$ cat src/rtl/alu_result_stage.sv
// ALU result stage: selects the final ALU result, derives zero/overflow and the
// gated register-write flag, and buffers each result in a 2-entry FIFO with a
// valid/ready handshake on both sides.
module alu_result_stage #(
  parameter int DATA_W = 32
) (
  input  logic              clk,
  input  logic              rst_n,
  input  logic [DATA_W-1:0] ANDOut,
  input  logic [DATA_W-1:0] OROut,
  input  logic [DATA_W-1:0] FAOut,
  input  logic [DATA_W-1:0] SLTOut,
  input  logic              a_msb,
  input  logic              b_msb,
  input  logic [DATA_W-1:0] shift_src,
  input  logic [4:0]        shamt,
  input  logic [2:0]        sel,
  input  logic [4:0]        rd_in,
  input  logic              regwrite_in,
  input  logic              in_valid,
  input  logic              flush,
  output logic              in_ready,
  output logic              out_valid,
  input  logic              out_ready,
  output logic [DATA_W-1:0] result,
  output logic              zero,
  output logic              ovf,
  output logic [4:0]        rd_out,
  output logic              regwrite_out
);

  localparam logic [2:0] OP_AND = 3'd0;
  localparam logic [2:0] OP_OR  = 3'd1;
  localparam logic [2:0] OP_ADD = 3'd2;
  localparam logic [2:0] OP_SUB = 3'd3;
  localparam logic [2:0] OP_SLT = 3'd4;
  localparam logic [2:0] OP_SLL = 3'd5;
  localparam logic [2:0] OP_SRL = 3'd6;

  // Entry layout, MSB first: {result, zero, ovf, rd, regwrite}
  localparam int ENT_W = DATA_W + 8;

  logic [DATA_W-1:0] sel_result;
  logic              sel_zero;
  logic              sel_ovf;
  logic              sel_regwrite;
  logic [ENT_W-1:0]  new_entry;

  logic [ENT_W-1:0]  mem_q [2];
  logic              wr_ptr_q, wr_ptr_d;
  logic              rd_ptr_q, rd_ptr_d;
  logic [1:0]        count_q, count_d;
  logic              push, pop;
  logic [ENT_W-1:0]  head;

  // Result mux and overflow detection for the incoming operation
  always_comb begin
    sel_result = '0;
    sel_ovf    = 1'b0;
    case (sel)
      OP_AND: sel_result = ANDOut;
      OP_OR:  sel_result = OROut;
      OP_ADD: begin
        sel_result = FAOut;
        sel_ovf    = (a_msb == b_msb) && (FAOut[DATA_W-1] != a_msb);
      end
      OP_SUB: begin
        sel_result = FAOut;
        sel_ovf    = (a_msb != b_msb) && (FAOut[DATA_W-1] != a_msb);
      end
      OP_SLT: sel_result = SLTOut;
      OP_SLL: sel_result = shift_src << shamt;
      OP_SRL: sel_result = shift_src >> shamt;
      default: sel_result = '0;
    endcase
  end

  // An overflowing op or a NOP must never write the register file
  assign sel_zero     = (sel_result == '0);
  assign sel_regwrite = regwrite_in && !sel_ovf && (sel != 3'd7);
  assign new_entry    = {sel_result, sel_zero, sel_ovf, rd_in, sel_regwrite};

  assign in_ready  = (count_q < 2'd2);
  assign out_valid = (count_q != 2'd0);
  assign push      = in_valid && in_ready;
  assign pop       = out_valid && out_ready;

  // Next-state for count and pointers; flush overrides any push or pop
  always_comb begin
    count_d  = count_q;
    wr_ptr_d = wr_ptr_q;
    rd_ptr_d = rd_ptr_q;
    if (flush) begin
      count_d  = 2'd0;
      wr_ptr_d = 1'b0;
      rd_ptr_d = 1'b0;
    end else begin
      if (push) wr_ptr_d = ~wr_ptr_q;
      if (pop)  rd_ptr_d = ~rd_ptr_q;
      case ({push, pop})
        2'b10:   count_d = count_q + 2'd1;
        2'b01:   count_d = count_q - 2'd1;
        default: count_d = count_q;
      endcase
    end
  end

  // Control state registers
  always_ff @(posedge clk or negedge rst_n) begin
    if (!rst_n) begin
      count_q  <= 2'd0;
      wr_ptr_q <= 1'b0;
      rd_ptr_q <= 1'b0;
    end else begin
      count_q  <= count_d;
      wr_ptr_q <= wr_ptr_d;
      rd_ptr_q <= rd_ptr_d;
    end
  end

  // Entry storage; writes are dropped on a flush cycle
  always_ff @(posedge clk or negedge rst_n) begin
    if (!rst_n) begin
      for (int i = 0; i < 2; i++) mem_q[i] <= '0;
    end else if (push && !flush) begin
      mem_q[wr_ptr_q] <= new_entry;
    end
  end

  // Head outputs are forced to zero while the buffer is empty so that reset
  // and flush both present a clean all-zero output bundle
  assign head         = out_valid ? mem_q[rd_ptr_q] : '0;
  assign result       = head[ENT_W-1 -: DATA_W];
  assign zero         = head[7];
  assign ovf          = head[6];
  assign rd_out       = head[5:1];
  assign regwrite_out = head[0];

endmodule

$ cat config.mk
export PLATFORM = sky130hd
export DESIGN_NAME = alu_result_stage
export DESIGN_NICKNAME = d
export VERILOG_FILES = /design/src/rtl/alu_result_stage.sv
export SDC_FILE = /design/constraint.sdc
export NUM_CORES = 1
export LEC_CHECK = 0
export BUFFER_PORTS_ARGS = -buffer_cell sky130_fd_sc_hd__buf_2
export CAP_MARGIN = 30
export CORE_ASPECT_RATIO = 0.75
export CORE_UTILIZATION = 35
export DETAILED_ROUTE_END_ITERATION = 7
export GPL_TIMING_DRIVEN = 0
export SLEW_MARGIN = 20
export SYNTH_ARGS = -nofsm -noshare
export SYNTH_HDL_FRONTEND = slang
export SYNTH_SLANG_ARGS = --single-unit
$ cat constraint.sdc
create_clock -name clk -period 1.9 [get_ports clk]
set_input_delay 0.38 -clock clk [delete_from_list [all_inputs] [get_ports clk]]
set_output_delay 0.38 -clock clk [all_outputs]
set_load 0.03 [all_outputs]
==> metrics.md, run 1 <==
| Metric | Value |
|---|---|
| Placed cell count | 1,691 |
| Vias per inst | around 6.6 |
| Switch share | 39.0% |
| Worst clock skew | 5.82 ps |
| Layout fillers | about 2,400 |
| Number of sinks driven by the clock tree | between 80 and 90 |
| CP max FO | 6 |
| Number of enable-type register cells in the synthesized netlist | 0 |
| Total of max-cap violations | 0 |
| End point of the worst hold path | mem_q[42]$_DFFE_PN0P_ |
| Post-synth top flop | sky130_fd_sc_hd__dfrtp_1 |
| Kind of capture point of the worst setup path | register |
| Wire length of the first global-routing pass | 75,000 µm |
| Required time of the worst setup path | roughly 2200 ps |
| Crit path DAT | 3530 ps |
| Share of synthesized flip-flops with an asynchronous set or reset | 100% |
| Worst voltage drop across the vdd grid | roughly 530 µV |
| Die width | roughly 190 µm |
| Total global routing overflow | 0 |
| Hold Startpoint | rd_in[1] |
| NumNets Final | about 1,600 |
| Placed wire-length estimate | ~40,000 µm |
| Reg-to-reg endpoint | mem_q[57]$_DFFE_PN0P_ |
| Share of the synthesized area in the top cell type | around 23% |
| Final antenna-violating net count | 0 |
| Overall routing resource usage | between 30% and 40% |
| RSZ-0062 raised after global routing | yes |
| Cell taking the most area after synthesis | sky130_fd_sc_hd__dfrtp_1 |
| DRC errors left | 0 |
| Core outline area | between 20,000 and 30,000 µm² |
| Area growth from synthesis to layout | 52.7% |
| Yosys warns | 0 |
| Clock-pin transition on the worst setup and hold timing paths | 60 ps |
| Number of clock buffers inserted by TritonCTS | 9 |
| Antenna diode instance count | 0 |
| Maximum achievable frequency | between 300 and 400 MHz |
| Routed length per placed instance | 29.9 µm |
| Number of failing hold endpoints at the final stage | 0 |
| Total leakage power | roughly 6.1 nW |
| Routability congestion estimate | approximately 1.1 |
| Internal portion of total power | ~5.4 mW |
| Final worst-path cycle share | 172% |
| NetSw | 3.45 mW |
| Min-delay worst type | in2reg |
| Syn Inst Count | between 1,000 and 1,500 |
| Min setup slack post-route | -1360 ps |
| Smallest hold slack | about 250 ps |
| Fraction of the yosys area taken by sequential cells | ~23% |
| Row count | between 50 and 60 |
| Transition at the pin with the smallest max-transition slack | 945 ps |
| Setup violations, final | approximately 110 |
| Final wirelength | roughly 54,000 µm |
| Share of power burned in the clock network | between 20% and 30% |
| Number of nets in the synthesized netlist | 1,317 |
| Area of the mapped netlist | roughly 9200 µm² |
| Dominant cells by area after synthesis | sky130_fd_sc_hd__dfrtp_1 (23%), sky130_fd_sc_hd__mux2i_1 (15%), sky130_fd_sc_hd__mux4_2 (8.0%) |
| Buffer type at the clock tree root | sky130_fd_sc_hd__clkbuf_16 |
| Reg-to-reg startpoint | count_q[1]$_DFFE_PN0P_ |
| Unique masters post-synth | slightly below 80 |
| Buffer levels on the longest clock path | 2 |
| # port buffers | 210 |
| Internal reg-to-reg setup slack | roughly 140 ps |
| Starting density of the core | a little over a third |
| Failing checks | negative setup slack |
| Worst rel slew slack | 36.5% |
| Total vias in the final route | around 12,000 |
| Share of layout cells above drive strength 1 | about half |
| Clock tree from TritonCTS | yes |
| Average size of a mapped cell | 8.14 µm² |
| Number of primary I/O pins | around 220 |
| CP Launch Point | shamt[0] |
| Worst Hold Depth | 3 |
| Gate power share | about half |
| Initial antenna violation count | 1 |
| Depth of the most critical reg-to-reg path | 6 |
| Minimum clock period | between 3000 and 4000 ps |
| Critical setup path kind | in2reg |
| Part of the power in registers | about 28% |
| Vertical die dimension | about 140 µm |
| Run status | finished with violations |
| Via count of the first global-routing pass | 11,000 |
| H-tree Lvls | 3 |
| Pins Over Slew Limit | 0 |
| Largest net degree at the start of global routing | 57 |
| PwrDens | 626 nW/µm² |
| Latest clock arrival within the worst-skew pair | 340 ps |
| Router iterations before antenna repair | 6 |
| Final instance count without filler cells | between 1,500 and 2,000 |
| Total Die Area | approximately 27,000 µm² |
| Yosys reg bits | 84 |
| Startpoint Class | primary input |
| Iteration-0 DRC Markers | about 1,600 |
worst max-delay path, cell delays in order:
cell	delay, ps
sky130_fd_sc_hd__buf_12	120
sky130_fd_sc_hd__buf_12	150
sky130_fd_sc_hd__buf_12	150
sky130_fd_sc_hd__mux2_4	300
sky130_fd_sc_hd__mux2i_4	260
sky130_fd_sc_hd__nor4_2	80
sky130_fd_sc_hd__a2111oi_2	350
sky130_fd_sc_hd__o211ai_1	250
sky130_fd_sc_hd__o31a_1	310
sky130_fd_sc_hd__or4_4	570
sky130_fd_sc_hd__or4_4	460
sky130_fd_sc_hd__o21ai_2	140
stage by stage:
stage	TNS (ps)	util (%)	cell area [µm²]	power [mW]	setup WS [ps]
after global routing	-26870	54.4	14100	9.15	-1380
after CTS	-20320	49.6	12900	8.17	-1270
after floorplan	-10320	-	9530	4.41	-1170
final	-25270	54.4	14100	8.83	-1360
after global placement	-112810	42.4	11000	5.62	-2470
after detailed placement	-85370	42.6	11100	5.65	-2400
timing repair:
item	CTS	global route
gates cloned	4	7
setup endpoints to repair	111	120
buffers inserted	36	61
hold endpoints to repair	28	0
resized for setup	287	244
pin swaps	32	46
hold buffers	1	0
cells in the final DEF (no fill, tap or decap), types with 9 or more instances in the layout:
master                      count
sky130_fd_sc_hd__a22oi_1       17
sky130_fd_sc_hd__buf_6         35
sky130_fd_sc_hd__nand2_2       11
sky130_fd_sc_hd__mux2i_1      109
sky130_fd_sc_hd__nand2_1      174
sky130_fd_sc_hd__a2bb2oi_1     10
sky130_fd_sc_hd__nor3_1        14
sky130_fd_sc_hd__mux2i_4       19
sky130_fd_sc_hd__mux4_2        34
sky130_fd_sc_hd__nor3_2         9
sky130_fd_sc_hd__a21oi_2       10
sky130_fd_sc_hd__buf_12        24
sky130_fd_sc_hd__clkbuf_2      23
sky130_fd_sc_hd__clkbuf_16     15
sky130_fd_sc_hd__o211ai_1      16
sky130_fd_sc_hd__buf_8         15
sky130_fd_sc_hd__mux2i_2       12
sky130_fd_sc_hd__o21ai_2       34
sky130_fd_sc_hd__a21oi_1       34
sky130_fd_sc_hd__nor2_1        82
sky130_fd_sc_hd__buf_2        176
sky130_fd_sc_hd__buf_4        117
sky130_fd_sc_hd__mux2_2        32
sky130_fd_sc_hd__mux2_4        10
sky130_fd_sc_hd__nor2_2        10
sky130_fd_sc_hd__dfrtp_1       82
sky130_fd_sc_hd__o22ai_1       25
sky130_fd_sc_hd__o21ai_1       25
sky130_fd_sc_hd__o21ai_0       37
sky130_fd_sc_hd__nand2b_1      11
power groups by stage:
stage / clock network, mW / logic [mW] / registers, mW
floorplan: 0 / 2.01 / 2.40
global placement: 0 / 3.18 / 2.44
detailed placement: 0 / 3.19 / 2.46
CTS: 2.03 / 3.70 / 2.44
global route: 2.12 / 4.52 / 2.51
finish: 2.02 / 4.36 / 2.46
Yosys cell counts, types with 4 or more instances:
master                      count
sky130_fd_sc_hd__a211o_1        6
sky130_fd_sc_hd__a211oi_1      10
sky130_fd_sc_hd__a21oi_1       45
sky130_fd_sc_hd__a221o_1        6
sky130_fd_sc_hd__a221oi_1       6
sky130_fd_sc_hd__a222oi_1       4
sky130_fd_sc_hd__a22oi_1       22
sky130_fd_sc_hd__a2bb2oi_1     13
sky130_fd_sc_hd__a31oi_1        5
sky130_fd_sc_hd__a32oi_1        5
sky130_fd_sc_hd__and2_1         9
sky130_fd_sc_hd__and3_1         7
sky130_fd_sc_hd__buf_1         16
sky130_fd_sc_hd__buf_2         36
sky130_fd_sc_hd__clkbuf_1      47
sky130_fd_sc_hd__dfrtp_1       84
sky130_fd_sc_hd__inv_1          8
sky130_fd_sc_hd__mux2_2        40
sky130_fd_sc_hd__mux2i_1      140
sky130_fd_sc_hd__mux4_2        33
sky130_fd_sc_hd__nand2_1      187
sky130_fd_sc_hd__nand2b_1      15
sky130_fd_sc_hd__nand3_1       10
sky130_fd_sc_hd__nand4_1        7
sky130_fd_sc_hd__nor2_1        93
sky130_fd_sc_hd__nor2b_1       13
sky130_fd_sc_hd__nor3_1        25
sky130_fd_sc_hd__nor4_1         5
sky130_fd_sc_hd__o211ai_1      16
sky130_fd_sc_hd__o21ai_0       93
sky130_fd_sc_hd__o221ai_1      10
sky130_fd_sc_hd__o22ai_1       28
sky130_fd_sc_hd__o2bb2ai_1      4
sky130_fd_sc_hd__o32ai_1        6
sky130_fd_sc_hd__or2_2          8
sky130_fd_sc_hd__or3_1          4
cell type report:
cell class / instances / area (µm²) / area share [%]
buffer: 100 / 1070 / 7.58
timing repair buffer: 315 / 2310 / 16.3
clock inverter: 5 / 100 / 0.709
multi-input combinational: 936 / 7820 / 55.4
sequential: 84 / 2110 / 14.9
tap: 344 / 430 / 3.05
clock buffer: 10 / 239 / 1.69
inverter: 10 / 43.8 / 0.310
logic make-up after synthesis:
family          after synthesis  share of synthesized area [%]
simple gates                401                           19.5
compound gates              315                           22.9
flops                        84                           22.7
xor+xnor                      3                          0.284
buf+inv                     117                           5.93
mux                         216                           28.6
sequential cells by signal, indices dropped and copies added, names as in the netlist:
| signal | cells |
|---|---|
| count_q | 2 |
| mem_q | 80 |
| rd_ptr_q | 1 |
| wr_ptr_q | 1 |
worst max-delay path by stage:
stage	end	slack, ps	depth (start not counted)
final	mem_q[7]$_DFFE_PN0P_	-1360	12
after global routing	mem_q[7]$_DFFE_PN0P_	-1380	14
after CTS	mem_q[7]$_DFFE_PN0P_	-1270	12
after detailed placement	mem_q[47]$_DFFE_PN0P_	-2400	12
after global placement	mem_q[47]$_DFFE_PN0P_	-2470	12
after floorplan	mem_q[7]$_DFFE_PN0P_	-1170	12
metal layers:
layer	GRT usage, %	part of all wire [%]	vias to the layer above
met3	15.5	16	158
li1	-	-	4920
met2	52.4	39	1027
met4	10.5	3.3	4
met1	54.1	42	5741
met5	2.38	0.19	-
No activity file was read; power rests on OpenSTA's default activity.
==> inputs of run 2 (changes only) <==
==> constraint.sdc (replaced) <==
create_clock -name clk -period 3.7 [get_ports clk]
set_input_delay 0.74 -clock clk [delete_from_list [all_inputs] [get_ports clk]]
set_output_delay 0.74 -clock clk [all_outputs]
set_load 0.03 [all_outputs]
==> metrics.md, run 2 (synthesis results as in run 1) <==
| Metric | Value |
|---|---|
| NumNets Final | 1,561 (-4.6%) |
| Placed cell count | 1,695 (+0.24%) |
| Overall routing resource usage | 35.5% (-2.7 points) |
| Pins Over Slew Limit | 0 (unchanged) |
| Switch share | 41.1% (+2.1 points) |
| Hold bufs inserted after CTS | 0 (-1) |
| Run status | completed |
| Worst voltage drop across the vdd grid | 267 µV (-49%) |
| Top delay family on crit path | compound AO/OA/AOI/OAI gates |
| Antenna diode instance count | 0 (unchanged) |
| Gate power share | 45.6% (-3.7 points) |
| Number of primary I/O pins | 223 (unchanged) |
| Highest-count cells in the layout ignoring fill and taps | sky130_fd_sc_hd__buf_2 (226), sky130_fd_sc_hd__nand2_1 (184), sky130_fd_sc_hd__mux2i_1 (128), sky130_fd_sc_hd__nor2_1 (93), sky130_fd_sc_hd__o21ai_0 (89) |
| Register with the most flip-flops | mem_q |
| Final wirelength | 48,700 µm (-9.8%) |
| Clock-pin transition on the worst setup and hold timing paths | 60 ps (about the same) |
| Latest clock arrival within the worst-skew pair | 350 ps (about the same) |
| NetSw | 1.59 mW (-54%) |
| Overall Power | 3.86 mW (-56%) |
| Min-delay worst type | in2async |
| Iteration-0 DRC Markers | 1,489 (-7.4%) |
| Die width | 190 µm (unchanged) |
| Final instance count without filler cells | 1,729 (-4.2%) |
| Clock tree from TritonCTS | yes |
| Minimum clock period | approximately 3700 ps |
| Buffer type at the clock tree root | sky130_fd_sc_hd__clkbuf_16 |
| Number of sinks driven by the clock tree | 84 (unchanged) |
| Initial antenna violation count | 0 (-1) |
| Count of buffer and inverter cells on the critical path | 2 (-1) |
| Total vias in the final route | 10,900 (-7.9%) |
| Crit path DAT | 3950 ps (+420 ps) |
| Required time of the worst setup path | 3970 ps (+1800 ps) |
| Kind of capture point of the worst setup path | register |
| Sum of negative setup slack | 0 ps (+25,270 ps) |
| Vias per inst | 6.31 (-4.0%) |
| Number of failing hold endpoints at the final stage | 0 (unchanged) |
| Final worst-path cycle share | around 99% |
| Placed wire-length estimate | 38,500 µm (-4.7%) |
| Internal portion of total power | 2.27 mW (-58%) |
| Worst rel slew slack | 21.9% (-15 points) |
| Starting density of the core | 35.6% (unchanged) |
| Total of max-cap violations | 0 (unchanged) |
| Row count | 51 (unchanged) |
| H-tree Lvls | 3 (unchanged) |
| Cell with the most instances on the worst path | sky130_fd_sc_hd__buf_2 |
| Startpoint Class | primary input |
| Largest net degree at the start of global routing | 45 (-21%) |
| Wire length of the first global-routing pass | 69,900 µm (-6.8%) |
| Smallest hold slack | 398 ps (+153 ps) |
| Total leakage power | 5.14 nW (-16%) |
| Part of the power in registers | 32.3% (+4.5 points) |
| Transition at the pin with the smallest max-transition slack | 1170 ps (+224 ps) |
| Worst clock skew | 9.28 ps (+3.47 ps) |
| Max FFs per register | 80 (unchanged) |
| Slowest stage delay, CP | 520 ps (-50 ps) |
| Buffer levels on the longest clock path | 2 (unchanged) |
| Number of clock buffers inserted by TritonCTS | 9 (unchanged) |
| Largest registers | mem_q: 80 flops, count_q: 2 flops |
| Core outline area | 26,000 µm² (unchanged) |
| Routability congestion estimate | 1.08 (+1.3%) |
| # port buffers | 210 (unchanged) |
| Reg-to-reg startpoint | count_q[1]$_DFFE_PN0P_ |
| Final antenna-violating net count | 0 (unchanged) |
| Critical setup path kind | in2reg |
| Most common cell after layout, fill and taps aside | sky130_fd_sc_hd__buf_2 |
| Routed length per placed instance | 28.1 µm (-5.9%) |
| Router iterations before antenna repair | 5 (-1) |
| Share of power burned in the clock network | 22.0% (-0.9 points) |
| Slowest cell on the critical path | sky130_fd_sc_hd__or4_1 |
| CP max FO | 10 (+4) |
| CP Launch Point | shamt[2] |
| Setup violations, final | 0 (-100%) |
| DRC errors left | 0 (unchanged) |
| Share of layout cells above drive strength 1 | 33.2% (-15 points) |
| Total Die Area | 27,100 µm² (unchanged) |
| PwrDens | 326 nW/µm² (-48%) |
| Maximum achievable frequency | 272 MHz |
| Vertical die dimension | 143 µm (unchanged) |
| Total global routing overflow | 0 (unchanged) |
| Via count of the first global-routing pass | 10,200 (-7.8%) |
| Sequence of cells on the critical path | buf_2 -> buf_2 -> mux2i_1 -> o22ai_1 -> a221o_1 -> a2bb2oi_1 -> o211ai_1 -> o31a_1 -> or4_1 -> or4_4 -> o21ai_2 |
| Area growth from synthesis to layout | 27.9% |
[run 2: changes by cell type in the layout (fill, tap and decap cells not counted), moves of 24 or more]
cell and change:
sky130_fd_sc_hd__buf_4 -90, sky130_fd_sc_hd__clkbuf_1 +34, sky130_fd_sc_hd__o21ai_0 +52, sky130_fd_sc_hd__o21ai_2 -30
sky130_fd_sc_hd__buf_2 +50, sky130_fd_sc_hd__buf_6 -24
[run 2: final timing paths]
| path | end | slack [ps] | cells past startpoint |
|---|---|---|---|
| min reg2reg | mem_q[43]$_DFFE_PN0P_ | 480 | 2 |
| max | mem_q[47]$_DFFE_PN0P_ | 20 | 11 |
| max reg2reg | mem_q[51]$_DFFE_PN0P_ | 1730 | 7 |
| min | mem_q[73]$_DFFE_PN0P_ | 400 | 1 |
| min in group clk | mem_q[43]$_DFFE_PN0P_ | 480 | 2 |
| max in group asynchronous | mem_q[49]$_DFFE_PN0P_ | 2680 | 2 |
[run 2: what timing repair did]
item                       in CTS  in global routing
resized for setup              67                 85
setup endpoints to repair       2                  2
setup buffers                   8                 10
pin swaps                       7                 15
cloned                          0                  1
[run 2: layout make-up]
class	count	area (µm²)
fill	2665	14100
clock buffer	10	239
inverter	10	40.0
tap	344	430
buffer	105	671
sequential	84	2100
timing repair buffer	235	1280
multi-input combinational	935	7010
clock inverter	6	47.5
[run 2: power by group through the flow]
stage / logic, mW / registers (mW) / clock network, mW
final: 1.76 / 1.25 / 0.850
after global routing: 1.87 / 1.27 / 0.905
after CTS: 1.64 / 1.25 / 0.876
after detailed placement: 1.58 / 1.26 / 0
after global placement: 1.58 / 1.26 / 0
after floorplan: 0.981 / 1.23 / 0
[run 2: metal layers]
layer  vias to the layer above  routed length [µm]  share of wire (%)  global-route usage [%]
met2                       732               20100                 41                    51.1
met3                       130                5810                 12                    10.8
met4                         0                2090                4.3                    13.9
met5                         -                   0                  0                       0
met1                      5284               20600                 42                    49.4
li1                       4762                   -                  -                       -
[run 2: through the flow]
step	worst slack (ps)	util (%)	instance area, µm²
after floorplan	130	-	9240
after global placement	-1570	41.3	10700
after detailed placement	-1120	41.5	10800
final	19.0	45.5	11800
after CTS	1.33	43.8	11400
after global routing	-12.8	45.5	11800
